==> src/rtl/control_pkg.sv <==
// Shared encodings for the ARM-subset main control: opcode classes, DP commands,
// ALU operations, condition codes and the extend/register-source selects.
package control_pkg;

   typedef enum logic [1:0] {
      OP_DP  = 2'b00,
      OP_MEM = 2'b01,
      OP_BR  = 2'b10,
      OP_NONE = 2'b11
   } op_e;

   typedef enum logic [3:0] {
      CMD_AND = 4'b0000,
      CMD_EOR = 4'b0001,
      CMD_SUB = 4'b0010,
      CMD_ADD = 4'b0100,
      CMD_CMP = 4'b1010,
      CMD_ORR = 4'b1100,
      CMD_MOV = 4'b1101
   } cmd_e;

   typedef enum logic [2:0] {
      ALU_ADD = 3'b000,
      ALU_SUB = 3'b001,
      ALU_AND = 3'b010,
      ALU_ORR = 3'b011,
      ALU_EOR = 3'b100,
      ALU_MOV = 3'b101
   } alu_e;

   typedef enum logic [3:0] {
      COND_EQ = 4'b0000,
      COND_NE = 4'b0001,
      COND_CS = 4'b0010,
      COND_CC = 4'b0011,
      COND_MI = 4'b0100,
      COND_PL = 4'b0101,
      COND_VS = 4'b0110,
      COND_VC = 4'b0111,
      COND_HI = 4'b1000,
      COND_LS = 4'b1001,
      COND_GE = 4'b1010,
      COND_LT = 4'b1011,
      COND_GT = 4'b1100,
      COND_LE = 4'b1101,
      COND_AL = 4'b1110,
      COND_NV = 4'b1111
   } cond_e;

   localparam logic [1:0] IMM_8  = 2'b00;
   localparam logic [1:0] IMM_12 = 2'b01;
   localparam logic [1:0] IMM_24 = 2'b10;

   localparam logic [1:0] REGSRC_DP  = 2'b00;
   localparam logic [1:0] REGSRC_BR  = 2'b01;
   localparam logic [1:0] REGSRC_STR = 2'b10;

endpackage

==> src/rtl/cond_logic.sv <==
// NZCV flags register, condition evaluation and gating of architectural writes.
// Flags reflect the last flag-setting instruction whose condition passed.
module cond_logic
   import control_pkg::*;
(
   input  logic       clk,
   input  logic       rst,
   input  logic [3:0] Cond,
   input  logic [3:0] ALUFlags,
   input  logic [1:0] FlagW,
   input  logic       PCS,
   input  logic       RegW,
   input  logic       MemW,
   output logic       PCSrc,
   output logic       RegWrite,
   output logic       MemWrite
);

   logic [1:0] flags_nz;
   logic [1:0] flags_cv;
   logic       n, z, c, v;
   logic       cond_ex;

   assign {n, z} = flags_nz;
   assign {c, v} = flags_cv;

   always_comb begin
      cond_ex = 1'b0;
      case (Cond)
         COND_EQ: cond_ex = z;
         COND_NE: cond_ex = ~z;
         COND_CS: cond_ex = c;
         COND_CC: cond_ex = ~c;
         COND_MI: cond_ex = n;
         COND_PL: cond_ex = ~n;
         COND_VS: cond_ex = v;
         COND_VC: cond_ex = ~v;
         COND_HI: cond_ex = c & ~z;
         COND_LS: cond_ex = ~c | z;
         COND_GE: cond_ex = (n == v);
         COND_LT: cond_ex = (n != v);
         COND_GT: cond_ex = ~z & (n == v);
         COND_LE: cond_ex = z | (n != v);
         COND_AL: cond_ex = 1'b1;
         default: cond_ex = 1'b0;
      endcase
   end

   // NZ and CV halves are written independently so logical ops keep C/V.
   always_ff @(posedge clk or posedge rst) begin
      if (rst) begin
         flags_nz <= 2'b00;
         flags_cv <= 2'b00;
      end else begin
         if (FlagW[1] & cond_ex) flags_nz <= ALUFlags[3:2];
         if (FlagW[0] & cond_ex) flags_cv <= ALUFlags[1:0];
      end
   end

   assign PCSrc    = PCS  & cond_ex;
   assign RegWrite = RegW & cond_ex;
   assign MemWrite = MemW & cond_ex;

endmodule

==> src/rtl/control_unit.sv <==
// Main decoder for the single-cycle ARM-subset core; conditional gating lives in cond_logic.
// Optional macro CU_ILLEGAL_DETECT_EN adds the IllegalOp output.
module control_unit
   import control_pkg::*;
(
   input  logic       clk,
   input  logic       rst,
   input  logic [1:0] Op,
   input  logic [5:0] Funct,
   input  logic [3:0] Rd,
   input  logic [3:0] Cond,
   input  logic [3:0] ALUFlags,
   output logic [1:0] FlagW,
   output logic       PCS,
   output logic       RegW,
   output logic       MemW,
   output logic       MemtoReg,
   output logic       ALUSrc,
   output logic [1:0] ImmSrc,
   output logic [1:0] RegSrc,
   output logic [2:0] ALUControl,
   output logic       PCSrc,
   output logic       RegWrite,
   output logic       MemWrite
`ifdef CU_ILLEGAL_DETECT_EN
   ,
   output logic       IllegalOp
`endif
);

   logic branch;
   logic is_dp;
   logic is_arith;
   logic cmd_undef;

   always_comb begin
      FlagW      = 2'b00;
      RegW       = 1'b0;
      MemW       = 1'b0;
      MemtoReg   = 1'b0;
      ALUSrc     = 1'b0;
      ImmSrc     = IMM_8;
      RegSrc     = REGSRC_DP;
      ALUControl = ALU_ADD;
      branch     = 1'b0;
      is_dp      = 1'b0;
      is_arith   = 1'b0;
      cmd_undef  = 1'b0;

      case (Op)
         OP_DP: begin
            is_dp  = 1'b1;
            RegW   = 1'b1;
            ALUSrc = Funct[5];
         end
         OP_MEM: begin
            ImmSrc = IMM_12;
            ALUSrc = 1'b1;
            if (Funct[0]) begin
               MemtoReg = 1'b1;
               RegW     = 1'b1;
            end else begin
               RegSrc = REGSRC_STR;
               MemW   = 1'b1;
            end
         end
         OP_BR: begin
            RegSrc = REGSRC_BR;
            ImmSrc = IMM_24;
            ALUSrc = 1'b1;
            branch = 1'b1;
         end
         default: ;
      endcase

      if (is_dp) begin
         case (Funct[4:1])
            CMD_ADD: begin ALUControl = ALU_ADD; is_arith = 1'b1; end
            CMD_SUB: begin ALUControl = ALU_SUB; is_arith = 1'b1; end
            CMD_AND: ALUControl = ALU_AND;
            CMD_ORR: ALUControl = ALU_ORR;
            CMD_EOR: ALUControl = ALU_EOR;
            CMD_MOV: ALUControl = ALU_MOV;
            // CMP only sets flags, so the register write is dropped.
            CMD_CMP: begin
               ALUControl = ALU_SUB;
               is_arith   = 1'b1;
               RegW       = 1'b0;
            end
            default: begin
               ALUControl = ALU_ADD;
               RegW       = 1'b0;
               cmd_undef  = 1'b1;
            end
         endcase
         FlagW = {Funct[0], Funct[0] & is_arith};
      end
   end

   assign PCS = branch | ((Rd == 4'hF) & RegW);

`ifdef CU_ILLEGAL_DETECT_EN
   assign IllegalOp = (Op == OP_NONE) | cmd_undef;
`else
   logic unused_undef;
   assign unused_undef = cmd_undef;
`endif

   cond_logic u_cond_logic (
      .clk      (clk),
      .rst      (rst),
      .Cond     (Cond),
      .ALUFlags (ALUFlags),
      .FlagW    (FlagW),
      .PCS      (PCS),
      .RegW     (RegW),
      .MemW     (MemW),
      .PCSrc    (PCSrc),
      .RegWrite (RegWrite),
      .MemWrite (MemWrite)
   );

endmodule

==> config.mk <==
export PLATFORM = sky130hd
export DESIGN_NAME = control_unit
export DESIGN_NICKNAME = d
export VERILOG_FILES = /design/src/rtl/control_pkg.sv /design/src/rtl/cond_logic.sv /design/src/rtl/control_unit.sv
export SDC_FILE = /design/constraint.sdc
export NUM_CORES = 1
export LEC_CHECK = 0
export CAP_MARGIN = 0
export CORE_MARGIN = 5
export CORE_UTILIZATION = 40
export CTS_CLUSTER_DIAMETER = 100
export CTS_CLUSTER_SIZE = 28
export DETAILED_ROUTE_END_ITERATION = 7
export PLACE_DENSITY_LB_ADDON = 0.2
export REMOVE_ABC_BUFFERS = 1
export SLEW_MARGIN = 5
export SYNTH_ARGS = -nofsm -noshare
export SYNTH_HDL_FRONTEND = slang
export SYNTH_SLANG_ARGS = --single-unit
==> constraint.sdc <==
create_clock -name clk -period 3.6 [get_ports clk]
set_input_delay 0.72 -clock clk [delete_from_list [all_inputs] [get_ports clk]]
set_output_delay 0.72 -clock clk [all_outputs]
set_load 0.02 [all_outputs]
==> impl_metrics.py <==
metrics = {
    "finish": {
        "nNetsFinal": 153,
        "drive_gt1_share_pct": 16.9,
        "diodes": 0,
        "final_common_cell": "clkdlybuf4s50_1",
        "final_cell_mix": "clkdlybuf4s50_1 (34), buf_4 (10), nor2_1 (5), inv_1 (5), ha_1 (5)",
        "design_area_um2": 1130,
        "area_growth_pct": 69.6,
    },
    "synthesis": {
        "yosys.area_share.simple_pct": 34.3,
        "synth_top_family_by_area": "simple AND/OR/NAND/NOR gates",
        "synth-seq-cells": 4,
        "synth_cell_types": 35,
        "synthXorXnorAreaFrac_pct": 3.94,
        "yosys_warnings": 0,
        "synth_top_cell_area_share_pct": 15.0,
        "synthAdderAreaFrac_pct": 9.38,
        "avgSynthCellArea_um2": 8.66,
        "synth.area.mux_share_pct": 9.94,
        "synth.area.top_cells": "dfrtp_1 (15%), ha_1 (9.4%), mux2_1 (6.8%), xnor2_1 (3.9%), and2_1 (3.8%)",
        "synth_compound_area_share_pct": 19.3,
        "synth_top_cell_by_area": "dfrtp_1",
        "synth_area_um2": 667,
        "ys_seq_area_share_pct": 15.0,
        "syn_inst": 77,
    },
    "timing": {
        "tightest_slew_ns": 0.318,
        "setup_viol": 0,
        "finClkSkew_ns": 0.00373,
        "max_freq_ghz": 0.290,
        "max_slew_margin_pct": 78.5,
        "tns_ns": 0,
        "slew_viol_final": 0,
        "min_period_over_period_pct": 95.9,
        "fin_crit_ns": 3.45,
        "rsz0062_at_grt": "false",
        "hold_viol_final": 0,
    },
    "worst_setup_path": {
        "rr_endpoint": "u_cond_logic.flags_cv[1]$_DFFE_PP0P_",
        "crit_family": "buffers and inverters",
        "critPathLaunchType": "input port",
        "worstPathArrival_ns": 2.73,
        "crit_start": "Cond[3]",
        "slowest_delay_ns": 0.59,
        "cp_data_required_time_ns": 2.88,
        "ff2ff_setup_slack_ns": 1.65,
        "crit_chain": "clkdlybuf4s50_1 -> or4b_1 -> o211ai_2 -> o31a_4 -> nor3_1 -> buf_4 -> nor2b_1 -> dlygate4sd2_1",
        "critPathCaptureType": "primary output",
        "crit_type": "input port to primary output",
        "reg2reg_from": "u_cond_logic.flags_nz[1]$_DFFE_PP0P_",
        "cp_num_buf_inv": 3,
        "crit_slowest_cell": "or4b_1",
        "path_max_fanout": 8,
        "ff2ff_path_depth": 6,
    },
    "floorplan": {
        "row_count": 14,
        "die_area_um2": 2580,
        "placeableCoreArea_um2": 1540,
        "start_util_pct": 43.3,
        "ios": 39,
        "die-height_um": 50.8,
        "fp.dieW_um": 50.8,
    },
    "placement": {
        "placed_cell_area_um2": 1110,
        "hpwl_mm": 1.51,
        "portBuffers": 38,
        "gp_congestion": 0.825,
    },
    "status": {
        "status": "finished, final reports clean",
    },
    "detailed_routing": {
        "drtAntennaViolNets": 0,
        "vias_per_cell": 5.09,
        "vias": 713,
        "drcViolationCount": 0,
        "drt_first_pass_iters": 4,
        "drt_wl_total_mm": 1.77,
        "drt_iter0_drc": 8,
        "wl_per_cell_um": 12.6,
    },
    "global_route": {
        "use_met3_pct": 4.07,
        "grt_pass1_vias": 714,
        "grt_max_degree": 12,
        "grt_pass1_wl_mm": 2.95,
        "grtUsageTotal_pct": 13.8,
        "gr-usage-met2_pct": 24.4,
        "busiest_layer": "met2",
        "grtUsageMet1_pct": 16.4,
        "antenna_found_initial": 0,
        "grt-ovfl-total": 0,
    },
    "clock_network": {
        "cts_num_sinks": 4,
        "cts_root_buf": "clkbuf_4",
        "cts_max_level": 1,
        "clock_latency_ns": 0.23,
        "cts_made_buffers": 3,
        "tritoncts": "built",
        "cts.clk_slew.worst_paths_ns": 0.04,
        "clock_path_buffers": 2,
    },
    "pwr": {
        "leakage_nw": 0.489,
        "vdd_drop_max_v": 0.000454,
        "power-per-cell-area_nw_per_um2": 250,
        "power_mw": 0.282,
    },
    "min_path": {
        "hold_depth": 1,
        "hp-start": "u_cond_logic.flags_cv[0]$_DFFE_PP0P_",
        "worstHoldEndpoint": "u_cond_logic.flags_cv[0]$_DFFE_PP0P_",
        "hold_class": "flip-flop to flip-flop",
    },
    "job": {
        "cap_viol_max_count": 0,
    },
}
==> area by class of cell <==
cell class,count,area [µm²]
fill,119,410
tap,16,20.0
multi-input combinational,64,519
timing repair buffer,48,450
clock buffer,3,22.5
sequential,4,100
inverter,5,18.8
==> flip-flops by register name, indices dropped and copies added (netlist names) <==
name                   count
u_cond_logic.flags_cv      2
u_cond_logic.flags_nz      2
==> metal layers <==
metal | part of all wire, % | vias to the layer above
li1 | - | 371
met1 | 42 | 324
met2 | 53 | 18
met3 | 4.6 | 0
met4 | 0 | 0
met5 | 0 | -
==> worst max path at each step <==
stage	end	cells after the start	slack, ns
2_1_floorplan	PCSrc	7	0.67
3_3_place_gp	PCSrc	8	-0.15
3_5_place_dp	PCSrc	8	-0.22
4_1_cts	PCSrc	8	0.15
5_1_grt	MemWrite	8	0.02
6_report	PCSrc	8	0.15
==> cell families after synthesis <==
| group | after synthesis |
|---|---|
| muxes | 6 |
| AOI/OAI and AO/OA | 15 |
| DFF | 4 |
| adders and majority gates | 5 |
| xor gates and xnor gates | 3 |
| and+or+nand+nor | 35 |
| buffers and inverters | 9 |
==> report_power, final <==
group	switching [mW]	total, mW	internal, mW
Clock	0.0157	0.0528	0.0371
Combinational	0.0625	0.151	0.0884
Sequential	0.0199	0.0786	0.0587
==> synth_stat cells <==
master and n:
ha_1 5, inv_1 5, nor2_1 5, and2_1 4
dfrtp_1 4, mux2_1 4, nand2_1 4, nor2b_1 4
o21ai_0 4, a21oi_1 3, nand2b_1 3, nand3b_1 3
xnor2_1 3, buf_6 2, nor4b_1 2, o31ai_2 2
or4b_1 2, a311oi_2 1, a41oi_1 1, and3_1 1
and3b_1 1, and4bb_1 1, buf_2 1, buf_4 1
mux2_2 1, mux2i_1 1, nand3_1 1, nand4_1 1
nor3_1 1, nor3b_2 1, nor4bb_1 1, o211ai_2 1
o21a_1 1, o21bai_1 1, o31a_4 1
==> metrics by stage <==
step / cells / setup WS [ns] / hold WS [ns] / util, %
CTS: 140 / 0.152 / 0.578 / 73.4
detailed placement: 137 / -0.217 / 0.572 / 71.8
finish: 140 / 0.148 / 0.574 / 73.4
floorplan: 73 / 0.668 / 0.486 / -
global route: 140 / 0.0157 / 0.609 / 73.4
global placement: 137 / -0.154 / 0.561 / 71.8
==> timing repair <==
action / CTS / global route
hold buffers: 0 / 0
setup endpoints to repair: 3 / 0
setup buffers: 0 / 0
gates resized for setup: 5 / 0
(Power assumes the default switching activity.)
